## src/rtl/t01_ai_pkg.sv

```systemverilog
// Shared types and constants for the Tetris AI move scorer.
package t01_ai_pkg;

    localparam int SCORE_W = 20;

    // Most negative representable score; any real candidate beats it.
    localparam logic signed [SCORE_W-1:0] SCORE_MIN = {1'b1, {(SCORE_W-1){1'b0}}};

    localparam logic [7:0] W_LINES_DEF  = 8'd76;
    localparam logic [7:0] W_HOLES_DEF  = 8'd36;
    localparam logic [7:0] W_BUMP_DEF   = 8'd18;
    localparam logic [7:0] W_HEIGHT_DEF = 8'd51;

    typedef enum logic [2:0] {
        ST_IDLE    = 3'd0,
        ST_REQ     = 3'd1,
        ST_EXTRACT = 3'd2,
        ST_SCORE   = 3'd3,
        ST_COMPARE = 3'd4,
        ST_NEXT    = 3'd5,
        ST_DONE    = 3'd6
    } scorer_state_t;

endpackage

```

## src/rtl/t01_ai_score_calc.sv

```systemverilog
// Registered weighted-sum scorer: one cycle from features to signed score.
// Products are at most 255*255, so every term fits in 16 unsigned bits and the
// sum of three penalties cannot reach the 20-bit signed minimum.
module t01_ai_score_calc
    import t01_ai_pkg::*;
(
    input  logic                      clk,
    input  logic                      reset,
    input  logic                      en,
    input  logic [2:0]                lines_cleared,
    input  logic [7:0]                holes,
    input  logic [7:0]                bumpiness,
    input  logic [7:0]                height_sum,
    input  logic [7:0]                w_lines,
    input  logic [7:0]                w_holes,
    input  logic [7:0]                w_bump,
    input  logic [7:0]                w_height,
    output logic signed [SCORE_W-1:0] score
);

    logic [15:0]               p_lines_s;
    logic [15:0]               p_holes_s;
    logic [15:0]               p_bump_s;
    logic [15:0]               p_height_s;
    logic signed [SCORE_W-1:0] sum_s;

    // Zero-extended products combined into a signed sum
    always_comb begin
        p_lines_s  = {8'd0, w_lines}  * {13'd0, lines_cleared};
        p_holes_s  = {8'd0, w_holes}  * {8'd0, holes};
        p_bump_s   = {8'd0, w_bump}   * {8'd0, bumpiness};
        p_height_s = {8'd0, w_height} * {8'd0, height_sum};
        sum_s      = $signed({4'd0, p_lines_s})
                   - $signed({4'd0, p_holes_s})
                   - $signed({4'd0, p_bump_s})
                   - $signed({4'd0, p_height_s});
    end

    // Score register, loaded only while the controller is in its scoring cycle
    always_ff @(posedge clk or posedge reset) begin
        if (reset) begin
            score <= {SCORE_W{1'b0}};
        end else if (en) begin
            score <= sum_s;
        end else begin
            score <= score;
        end
    end

endmodule

```

## src/rtl/t01_ai_move_scorer.sv

```systemverilog
// Tetris AI search controller: walks every (rotation, column) candidate,
// requests its board, extracts features, scores it and keeps the best.
// Optional build macro T01_AI_ABORT_EN adds an abort_search input.
module t01_ai_move_scorer
    import t01_ai_pkg::*;
#(
    parameter int         NUM_ROT  = 4,
    parameter int         NUM_COL  = 10,
    parameter logic [7:0] W_LINES  = W_LINES_DEF,
    parameter logic [7:0] W_HOLES  = W_HOLES_DEF,
    parameter logic [7:0] W_BUMP   = W_BUMP_DEF,
    parameter logic [7:0] W_HEIGHT = W_HEIGHT_DEF
)(
    input  logic        clk,
    input  logic        reset,
`ifdef T01_AI_ABORT_EN
    input  logic        abort_search,
`endif
    input  logic        start_search,
    output logic        cand_req,
    output logic [1:0]  cand_rot,
    output logic [3:0]  cand_col,
    input  logic        cand_ack,
    input  logic        cand_legal,
    output logic        start_extract,
    input  logic        extract_ready,
    input  logic [2:0]  lines_cleared,
    input  logic [7:0]  holes,
    input  logic [7:0]  bumpiness,
    input  logic [7:0]  height_sum,
    output logic        busy,
    output logic        search_done,
    output logic        best_valid,
    output logic [1:0]  best_rot,
    output logic [3:0]  best_col,
    output logic [19:0] best_score
);

    localparam logic [1:0] ROT_LAST = 2'(NUM_ROT - 1);
    localparam logic [3:0] COL_LAST = 4'(NUM_COL - 1);

    scorer_state_t             state_r;
    scorer_state_t             base_nxt_s;
    scorer_state_t             state_nxt_s;
    logic                      abort_s;
    logic                      last_s;
    logic                      first_r;
    logic [2:0]                lines_r;
    logic [7:0]                holes_r;
    logic [7:0]                bump_r;
    logic [7:0]                height_r;
    logic signed [SCORE_W-1:0] score_s;
    logic signed [SCORE_W-1:0] best_r;

`ifdef T01_AI_ABORT_EN
    assign abort_s = abort_search;
`else
    assign abort_s = 1'b0;
`endif

    assign last_s = (cand_rot == ROT_LAST) && (cand_col == COL_LAST);

    // Next-state decode, with abort pre-empting every busy state except DONE
    always_comb begin
        base_nxt_s = state_r;
        case (state_r)
            ST_IDLE: begin
                if (start_search) base_nxt_s = ST_REQ;
                else              base_nxt_s = ST_IDLE;
            end
            ST_REQ: begin
                if (cand_ack) begin
                    if (cand_legal) base_nxt_s = ST_EXTRACT;
                    else            base_nxt_s = ST_NEXT;
                end else begin
                    base_nxt_s = ST_REQ;
                end
            end
            ST_EXTRACT: begin
                // The first cycle's ready may be left over from the previous candidate
                if (!first_r && extract_ready) base_nxt_s = ST_SCORE;
                else                           base_nxt_s = ST_EXTRACT;
            end
            ST_SCORE:   base_nxt_s = ST_COMPARE;
            ST_COMPARE: base_nxt_s = ST_NEXT;
            ST_NEXT: begin
                if (last_s) base_nxt_s = ST_DONE;
                else        base_nxt_s = ST_REQ;
            end
            ST_DONE:    base_nxt_s = ST_IDLE;
            default:    base_nxt_s = ST_IDLE;
        endcase

        if (abort_s && (state_r != ST_IDLE) && (state_r != ST_DONE)) begin
            state_nxt_s = ST_DONE;
        end else begin
            state_nxt_s = base_nxt_s;
        end
    end

    // State register; handshake and status outputs are registered from the next state
    always_ff @(posedge clk or posedge reset) begin
        if (reset) begin
            state_r       <= ST_IDLE;
            cand_req      <= 1'b0;
            start_extract <= 1'b0;
            busy          <= 1'b0;
            search_done   <= 1'b0;
            first_r       <= 1'b0;
        end else begin
            state_r       <= state_nxt_s;
            cand_req      <= (state_nxt_s == ST_REQ);
            start_extract <= (state_nxt_s == ST_EXTRACT);
            busy          <= (state_nxt_s != ST_IDLE);
            search_done   <= (state_nxt_s == ST_DONE);
            first_r       <= (state_r != ST_EXTRACT);
        end
    end

    // Candidate counters: column is the inner loop, rotation the outer loop
    always_ff @(posedge clk or posedge reset) begin
        if (reset) begin
            cand_rot <= 2'd0;
            cand_col <= 4'd0;
        end else if ((state_r == ST_IDLE) && start_search) begin
            cand_rot <= 2'd0;
            cand_col <= 4'd0;
        end else if (state_r == ST_NEXT) begin
            if (cand_col == COL_LAST) begin
                cand_col <= 4'd0;
                cand_rot <= last_s ? 2'd0 : cand_rot + 2'd1;
            end else begin
                cand_col <= cand_col + 4'd1;
            end
        end else begin
            cand_rot <= cand_rot;
            cand_col <= cand_col;
        end
    end

    // Feature capture on the accepted extract_ready
    always_ff @(posedge clk or posedge reset) begin
        if (reset) begin
            lines_r  <= 3'd0;
            holes_r  <= 8'd0;
            bump_r   <= 8'd0;
            height_r <= 8'd0;
        end else if ((state_r == ST_EXTRACT) && !first_r && extract_ready) begin
            lines_r  <= lines_cleared;
            holes_r  <= holes;
            bump_r   <= bumpiness;
            height_r <= height_sum;
        end else begin
            lines_r  <= lines_r;
            holes_r  <= holes_r;
            bump_r   <= bump_r;
            height_r <= height_r;
        end
    end

    t01_ai_score_calc u_score_calc (
        .clk           (clk),
        .reset         (reset),
        .en            (state_r == ST_SCORE),
        .lines_cleared (lines_r),
        .holes         (holes_r),
        .bumpiness     (bump_r),
        .height_sum    (height_r),
        .w_lines       (W_LINES),
        .w_holes       (W_HOLES),
        .w_bump        (W_BUMP),
        .w_height      (W_HEIGHT),
        .score         (score_s)
    );

    // Best tracking; strict greater-than keeps the earliest of tied candidates
    always_ff @(posedge clk or posedge reset) begin
        if (reset) begin
            best_r     <= SCORE_MIN;
            best_score <= 20'd0;
            best_rot   <= 2'd0;
            best_col   <= 4'd0;
            best_valid <= 1'b0;
        end else if ((state_r == ST_IDLE) && start_search) begin
            best_r     <= SCORE_MIN;
            best_score <= SCORE_MIN;
            best_rot   <= 2'd0;
            best_col   <= 4'd0;
            best_valid <= 1'b0;
        end else if ((state_r == ST_COMPARE) && (score_s > best_r)) begin
            best_r     <= score_s;
            best_score <= score_s;
            best_rot   <= cand_rot;
            best_col   <= cand_col;
            best_valid <= 1'b1;
        end else begin
            best_r     <= best_r;
            best_score <= best_score;
            best_rot   <= best_rot;
            best_col   <= best_col;
            best_valid <= best_valid;
        end
    end

endmodule

```

## config.mk

```make
export PLATFORM = sky130hd
export DESIGN_NAME = t01_ai_move_scorer
export DESIGN_NICKNAME = d
export VERILOG_FILES = /design/src/rtl/t01_ai_pkg.sv /design/src/rtl/t01_ai_score_calc.sv /design/src/rtl/t01_ai_move_scorer.sv
export SDC_FILE = /design/constraint.sdc
export NUM_CORES = 1
export LEC_CHECK = 0
export CORE_ASPECT_RATIO = 1.25
export CORE_MARGIN = 1
export CORE_UTILIZATION = 35
export DETAILED_ROUTE_END_ITERATION = 6
export PLACE_DENSITY = 0.49
export SYNTH_ARGS = -nofsm -noshare
export SYNTH_HDL_FRONTEND = slang
export SYNTH_HIERARCHICAL = 1
export SYNTH_SLANG_ARGS = --single-unit
```

## constraint.sdc

```tcl
create_clock -name clk -period 8.1 [get_ports clk]
set_clock_uncertainty 0.1 [all_clocks]
set_input_delay 2.43 -clock clk [delete_from_list [all_inputs] [get_ports clk]]
set_output_delay 2.43 -clock clk [all_outputs]
set_load 0.02 [all_outputs]
```

**Word level (Yosys, flattened, before mapping)**

Index checks and enable logic that the tools add are counted.

- Word-level logic and storage cells: 73
- Bits of input ports: 33
- Register bits after elaboration: 108
- Output and inout port bits: 37

- $mul: 4
- Mux-type cells: 21
- Magnitude comparators: 1
- Equality and inequality tests: 11
- Reductions and logical operators: 13
- Add/sub/neg operators: 5

Operators by type and width:

| cell | number |
|---|---|
| 20-bit 2-to-1 mux | 2 |
| 20-bit by 17-bit subtractor with 20-bit output | 2 |
| 4-bit by 8-bit multiplier with 12-bit output (first input constant) | 2 |
| 20-bit greater-than comparator | 1 |
| 4-bit 2-to-1 mux | 5 |
| 3-bit case mux with 6 select lines | 1 |
| 11-bit by 16-bit subtractor with 17-bit output | 1 |
| 6-bit by 8-bit multiplier with 14-bit output (first input constant) | 1 |
| 2-bit 2-to-1 mux | 6 |
| 3-bit by 2-bit equality test with 1-bit output (second input constant) | 3 |
| 3-bit equality test (second input constant) | 3 |
| 3-bit 2-to-1 mux | 3 |
| 5-bit by 3-bit multiplier with 8-bit output (first input constant) | 1 |
| 3-bit by 1-bit equality test with 1-bit output (second input constant) | 2 |
| 1-bit logical AND | 6 |
| 2-bit nonzero test | 3 |
| 4-bit by 1-bit adder with 4-bit output (second input constant) | 1 |
| 4-bit equality test (second input constant) | 1 |
| 1-bit 2-to-1 mux | 4 |
| 3-bit zero test | 1 |
| 3-bit by 2-bit != test with 1-bit output (second input constant) | 1 |
| 3-bit nonzero test | 1 |
| 2-bit by 1-bit adder with 2-bit output (second input constant) | 1 |
| 2-bit equality test (second input constant) | 1 |
| 2 further kinds | 2 |

**Depth between registers and ports, before layout**

Gate-level depths: netlist of run 1.

- Word-level depth: 6
- Depth in mapped cells: 32

**Modules after synthesis**

The synthesis of run 1 kept the hierarchy.

By module, submodules not included:

| module | area each (µm²) | times used | cells an instance | seq. area each (µm²) |
|---|---|---|---|---|
| t01_ai_score_calc | 9,414.0 | 1 | 1,097 | 500.5 |
| t01_ai_move_scorer | 3,633.5 | 1 | 322 | 1,727.9 |

**Worst setup path after synthesis of run 1**

No wires, ideal clock.

- Kind: reg2reg
- Start point: reg holes_r[0]
- End point: reg u_score_calc.score[16]
- Path slack: 1.101 ns
- Buffers on the path: 0
- Period minus slack after synthesis: 6.999 ns
- Data arrival time: 6.774 ns
- Required time: 7.875 ns
- Stages on the path, launching flop included: 28
- Cell sequence: dfrtp_1 and2_1 fa_1 fa_1 inv_1 fa_1 fa_1 inv_1 fa_1 inv_1 ha_1 o21ai_0 o21bai_2 nand2_1 xnor2_1 ha_1 and2_1 a311o_1 a21o_1 xor2_1 ha_1 or3_1 o21ai_0 a31oi_1 a41o_1 o41a_1 xnor2_1 mux2_4

- Word-level cells in the longest chain between the ends: 4

RTL lines:

| element | RTL line | source |
|---|---|---|
| start: declaration | t01_ai_move_scorer.sv:49 | `logic [7:0] holes_r;` |
| start signal: assignment | t01_ai_move_scorer.sv:150 | `holes_r <= holes;` |
| start signal: assignment | t01_ai_move_scorer.sv:155 | `holes_r <= holes_r;` |
| 4-bit by 8-bit multiplier with 12-bit output | t01_ai_score_calc.sv:30 | `p_holes_s = {8'd0, w_holes} * {8'd0, holes};` |
| 11-bit by 16-bit subtractor with 17-bit output | t01_ai_score_calc.sv:34 | `- $signed({4'd0, p_holes_s})` |
| 20-bit by 17-bit subtractor with 20-bit output | t01_ai_score_calc.sv:35 | `- $signed({4'd0, p_bump_s})` |
| 20-bit by 17-bit subtractor with 20-bit output | t01_ai_score_calc.sv:36 | `- $signed({4'd0, p_height_s});` |
| end signal: assignment | t01_ai_score_calc.sv:42 | `score <= {SCORE_W{1'b0}};` |
| end signal: assignment | t01_ai_score_calc.sv:44 | `score <= sum_s;` |
| end signal: assignment | t01_ai_score_calc.sv:46 | `score <= score;` |
| end: declaration | t01_ai_score_calc.sv:18 | `output logic signed [SCORE_W-1:0] score` |

Every way passes these cells.
A chain may end at the register's enable or synchronous reset.

**Final worst setup path of run 1**

Ends and elaborated chain as after synthesis.

==> run summary, run 1 <==
status -> finished, final reports clean
Fmax -> 0.131 GHz
vias -> 9,378
drt pass-1 iters -> 4
max_slew headroom -> 0.338
CTS Buf Count -> 9
Main synth FF type -> dfrtp_1
Max Slew Vio Count -> 0
Setup-failing EPs final -> 0
commonest non-fill, non-tap cell in the layout -> inv_1
Routed WL per cell -> 12.1 µm
Final #Nets -> 2,022
H-tree levels -> 3
post-route setup TNS -> 0 ps
Hold Violations, Final -> 0
met2 wire len -> 13.3 mm
Synth top area share -> 0.210
GP Congestion -> 0.868
final instance area -> 15,200 µm²
Fill cells -> 3,768
uppermost routed layer -> met4
post-synthesis cell type count -> 73
Met1 Routed Length -> 12.2 mm
Residual DRC -> 0
max_cap viols -> 0
Die W -> 175 µm
area grow syn2layout -> 16.7%
mean number of vias per cell -> 4.33
Worst setup EP type -> register
main area contributors after synthesis -> fa_1, dfrtp_1, ha_1
layout cells sized above 1 -> 0.0588
DR iter-0 viols -> 292
HPWL after DPL -> 21.9 mm
worst setup path category -> register to register
Worst-Margin Slew -> 993 ps
synthesized area per cell -> 9.19 µm²
Hold Path Class -> register to register
routed wire length -> 26.2 mm
Ant. Diodes -> 0
Tcrit/Tclk final -> 0.941
Worst-path clk slew -> 90 ps
antenna violations before repair -> 0
Post-synth EDFFs -> 0
largest area contributor in the netlist -> fa_1
commonest non-fill, non-tap cells in the layout -> inv_1, conb_1, ha_1, nand2_1, fa_1
Die Height -> 218 µm
Seq/Total Area, Yosys -> 0.171
# port buffers -> 69
all-layer global routing usage -> 0.150
latest clock arrival within the worst-skew pair -> 390 ps
RSZ-0062 raised after global routing -> no
I/O pins -> 70
critical path required time -> 8260 ps
clk sinks -> 89
Max Buffers Root-to-Sink -> 2
type of origin of the critical path -> register
first-pass GRT wire length -> 45.9 mm
routed length on met3 -> 420 µm
gr ovfl total -> 0
DRT antenna net count -> 0
total setup buffers inserted after CTS -> 0
post-synthesis cell area -> 13,000 µm²
core area -> 36,500 µm²
die area -> 38,100 µm²
CTS tree -> done
FFs w/ async S/R, synth -> 1.00
Cells after Synth -> 1,419
number of global-route vias before repair -> 9,533
Ys Warns -> 6
largest net degree at the start of global routing -> 70
critical path peak fanout -> 9
Hold-fix buffers, CTS -> 0
dpl cell area -> 14,900 µm²
cts repair resizes -> 0
#FFs+latches synth -> 89
Root Buffer -> clkbuf_16
row cnt -> 78
CP arrival -> 7780 ps
min Tclk post-route -> 7630 ps
Initial Utilization -> 0.357
==> synth_stat cells (6+ instances only) <==
cell and n:
inv_1 255, ha_1 173, nand2_1 138, fa_1 137, and2_1 125, dfrtp_1 88
nor2_1 66, a21oi_1 62, mux2_2 48, xnor2_1 39, xor2_1 24, o21ai_0 21
buf_4 19, nand3_1 18, a21o_1 17, nor3_1 15, o21a_1 15, mux2_4 12
nor2b_1 12, mux2i_1 11, nand2b_1 8, a211oi_1 7, clkbuf_1 7, o21bai_1 7
a31oi_1 6, nand4_1 6
==> state kept, by name, indices dropped and copies added (netlist names) <==
name                count
height_r                8
best_score             20
start_extract           1
search_done             1
cand_req                1
first_r                 1
cand_col                4
busy                    1
holes_r                 8
best_r                  1
lines_r                 3
best_rot                2
best_col                4
best_valid              1
bump_r                  8
u_score_calc/score     20
cand_rot                2
state_r                 3
==> critical path: stages (launching register included) <==
cell     delay [ps]
dfrtp_1         480
and2_1          210
fa_1            410
fa_1            540
inv_1            50
fa_1            480
fa_1            500
inv_1            50
fa_1            480
inv_1            40
ha_1            220
nor4_1          320
o21ai_1         190
nand2_1         120
xnor2_1         140
ha_1            330
and2_1          210
a311o_1         340
a21o_1          180
xor2_1          170
ha_1            390
or3_1           360
o21ai_0          80
a31oi_1          80
a41o_1          290
o41a_1          360
xnor2_1         140
mux2_4          250
==> final cells by class <==
type	instances	area [µm²]	share of cell area
inverter	255	958	0.0629
multi-input combinational	1251	10400	0.684
tap	480	601	0.0394
clock buffer	9	225	0.0148
clock inverter	7	86.3	0.00567
sequential	89	2230	0.146
timing repair buffer	73	721	0.0473
==> routing by layer <==
metal  GRT usage  up-vias
met5           0        -
met4      0.0386        0
met3      0.0173       12
met2       0.273       76
met1       0.188     4392
li1            -     4898
==> final timing paths <==
path	start	end	slack, ps	depth (start not counted)
setup / recovery	holes_r[0]$_DFFE_PP0P_	u_score_calc/score[16]$_DFFE_PP0P_	470	27
hold / removal	best_valid$_DFFE_PP0P_	best_valid$_DFFE_PP0P_	380	2
setup reg to reg	holes_r[0]$_DFFE_PP0P_	u_score_calc/score[16]$_DFFE_PP0P_	470	27
hold reg to reg	best_valid$_DFFE_PP0P_	best_valid$_DFFE_PP0P_	380	2
max in group asynchronous	reset	height_r[5]$_DFFE_PP0P_	4640	3
min in group asynchronous	reset	u_score_calc/score[0]$_DFFE_PP0P_	2470	2
==> kinds of logic after synthesis <==
| kind of cell | Yosys count | synth area share |
|---|---|---|
| simple gates | 417 | 0.161 |
| other cells | 2 | 0.000576 |
| flops | 89 | 0.171 |
| fa+ha+maj | 310 | 0.376 |
| buf+inv | 287 | 0.0919 |
| xor+xnor | 63 | 0.0423 |
| mux | 71 | 0.0637 |
| compound gates | 180 | 0.0937 |
==> through the flow <==
stage               instances   util  setup slack [ps]  hold WS, ps
floorplan                1627      -              1100          372
global placement         2148  0.409               721          360
detailed placement       2148  0.409               553          375
CTS                      2164  0.417               479          393
global route             2164  0.417              85.6          400
finish                   2164  0.417               474          383
Power of run 1 is left out: the tool's default activity adds up to more than one toggle a clock period on the data nets, which glitch-free logic cannot reach.
==> run 2, diff against run 1 <==
CORE_UTILIZATION = 55   (was 35)
PLACE_DENSITY = 0.72   (was 0.49)
==> run 2 against run 1 <==
Effect of this change:
- wire length fell by 5.1%
- non-clock buffer count did not move
- maximum frequency rose by 1.6%
- final cell count fell by 8.9%
- sequential cell count did not move
- clock-buffer cell count did not move
- die area fell by 36%
- critical path depth did not move
- via count rose by 2.2%
- first-iteration DRC count rose by 13%
- sequential share of layout area rose by 0.23 points
- worst setup slack improved by 120 ps
- critical endpoint unchanged
- largest cell class unchanged
==> run summary, run 2 (synthesis results as in run 1) <==
Fill cells -> 1,960 (was 3,768)
Worst setup EP type -> register (unchanged)
layout cells sized above 1 -> 0.0582 (was 0.0588)
commonest non-fill, non-tap cell in the layout -> inv_1 (unchanged)
first-pass GRT wire length -> 43.9 mm (was 45.9 mm)
HPWL after DPL -> 20.6 mm (was 21.9 mm)
CTS Buf Count -> 9 (unchanged)
FF+latch area -> 2230 µm² (unchanged)
largest net degree at the start of global routing -> 70 (unchanged)
mean number of vias per cell -> 4.86 (was 4.33)
Hold Violations, Final -> 0 (unchanged)
die area -> 24,300 µm² (was 38,100 µm²)
DRT antenna net count -> 0 (unchanged)
clk sinks -> 89 (unchanged)
type of origin of the critical path -> register (unchanged)
Die Height -> 174 µm (was 218 µm)
RSZ-0062 raised after global routing -> no (unchanged)
drt pass-1 iters -> 5 (was 4)
row cnt -> 62 (was 78)
antenna violations before repair -> 0 (unchanged)
Hold-fix buffers, CTS -> 0 (unchanged)
min Tclk post-route -> 7510 ps (was 7630 ps)
routed wire length -> 24.9 mm (was 26.2 mm)
Multi-input gate area -> 10,400 µm² (about the same)
Final #Nets -> 2,022 (unchanged)
status -> finished, final reports clean (unchanged)
number of global-route vias before repair -> 9,701 (was 9,533)
max_slew headroom -> 0.368 (was 0.338)
Root Buffer -> clkbuf_16 (unchanged)
area grow syn2layout -> 14.9% (was 16.7%)
DR iter-0 viols -> 331 (was 292)
vias -> 9,585 (was 9,378)
Residual DRC -> 0 (unchanged)
Ant. Diodes -> 0 (unchanged)
Fmax -> 0.133 GHz (was 0.131 GHz)
latest clock arrival within the worst-skew pair -> 360 ps (was 390 ps)
Setup-failing EPs final -> 0 (unchanged)
critical path required time -> 8250 ps (was 8260 ps)
Tcrit/Tclk final -> 0.927 (was 0.941)
critical path peak fanout -> 9 (unchanged)
total setup buffers inserted after CTS -> 0 (unchanged)
worst setup path category -> register to register (unchanged)
Max Slew Vio Count -> 0 (unchanged)
I/O pins -> 70 (unchanged)
Routed WL per cell -> 12.6 µm (was 12.1 µm)
Top Registers -> best_score: 20 flops, u_score_calc/score: 20 flops (unchanged)
Die W -> 140 µm (was 175 µm)
Worst-path clk slew -> 80 ps (was 90 ps)
GP Congestion -> 0.876 (was 0.868)
Max Buffers Root-to-Sink -> 2 (unchanged)
Worst-Margin Slew -> 948 ps (was 993 ps)
all-layer global routing usage -> 0.224 (was 0.150)
r2r worst-path depth -> 27 (unchanged)
commonest non-fill, non-tap cells in the layout -> inv_1, conb_1, ha_1, nand2_1, fa_1 (unchanged)
CTS tree -> done (unchanged)
gr ovfl total -> 0 (unchanged)
H-tree levels -> 3 (unchanged)
hold path cells -> 2 (unchanged)
cts repair resizes -> 0 (unchanged)
core area -> 23,100 µm² (was 36,500 µm²)
CP arrival -> 7650 ps (was 7780 ps)
post-route setup TNS -> 0 ps (unchanged)
Hold Path Class -> register to register (unchanged)
max_cap viols -> 0 (unchanged)
Initial Utilization -> 0.564 (was 0.357)
# port buffers -> 69 (unchanged)
run 2: final timing paths:
| path | from | to | slack [ps] |
|---|---|---|---|
| worst max-delay path | holes_r[0]$_DFFE_PP0P_ | u_score_calc/score[16]$_DFFE_PP0P_ | 590 |
| worst max register to register | holes_r[0]$_DFFE_PP0P_ | u_score_calc/score[16]$_DFFE_PP0P_ | 590 |
| worst min register to register | best_valid$_DFFE_PP0P_ | best_valid$_DFFE_PP0P_ | 380 |
| worst min-delay path | best_valid$_DFFE_PP0P_ | best_valid$_DFFE_PP0P_ | 380 |
| min in group asynchronous | reset | u_score_calc/score[15]$_DFFE_PP0P_ | 2470 |
| max in group asynchronous | reset | holes_r[6]$_DFFE_PP0P_ | 4670 |
run 2: critical path: stages, from the launching register on:
cell and delay [ps]:
dfrtp_1 450, and2_1 200, fa_1 420, fa_1 550, inv_1 60, fa_1 490, fa_1 490, inv_1 50
fa_1 470, inv_1 40, ha_1 210, nor4_1 290, o21ai_1 170, nand2_1 110, xnor2_1 80, ha_1 380
and2_1 200, a311o_1 340, a21o_1 180, xor2_1 160, ha_1 390, or3_1 360, o21ai_0 100, a31oi_1 100
a41o_1 280, o41a_1 360, xnor2_1 140, mux2_4 250
run 2: stage by stage:
stage          utilization  area, µm²  std cells  hold slack [ps]  setup WS (ps)
2_1_floorplan            -      13800       1627              372           1100
3_3_place_gp         0.635      14700       1956              361            761
3_5_place_dp         0.635      14700       1956              368            609
4_1_cts              0.649      15000       1972              386            595
5_1_grt              0.649      15000       1972              406            111
6_report             0.649      15000       1972              380            592
run 2: area by class of cell:
class,instances,area share
sequential,89,0.149
multi-input combinational,1251,0.694
inverter,255,0.0638
timing repair buffer,73,0.0481
tap,288,0.0240
clock buffer,9,0.0150
clock inverter,7,0.00634
run 2: metal layers:
layer  global-route usage  vias up  part of all wire
met5                    0        -                 0
met4               0.0632        0             0.018
met3               0.0264       29             0.024
met2                0.423      125              0.54
met1                0.264     4535              0.42
li1                     -     4896                 -
Power of run 2 is left out for the same reason.
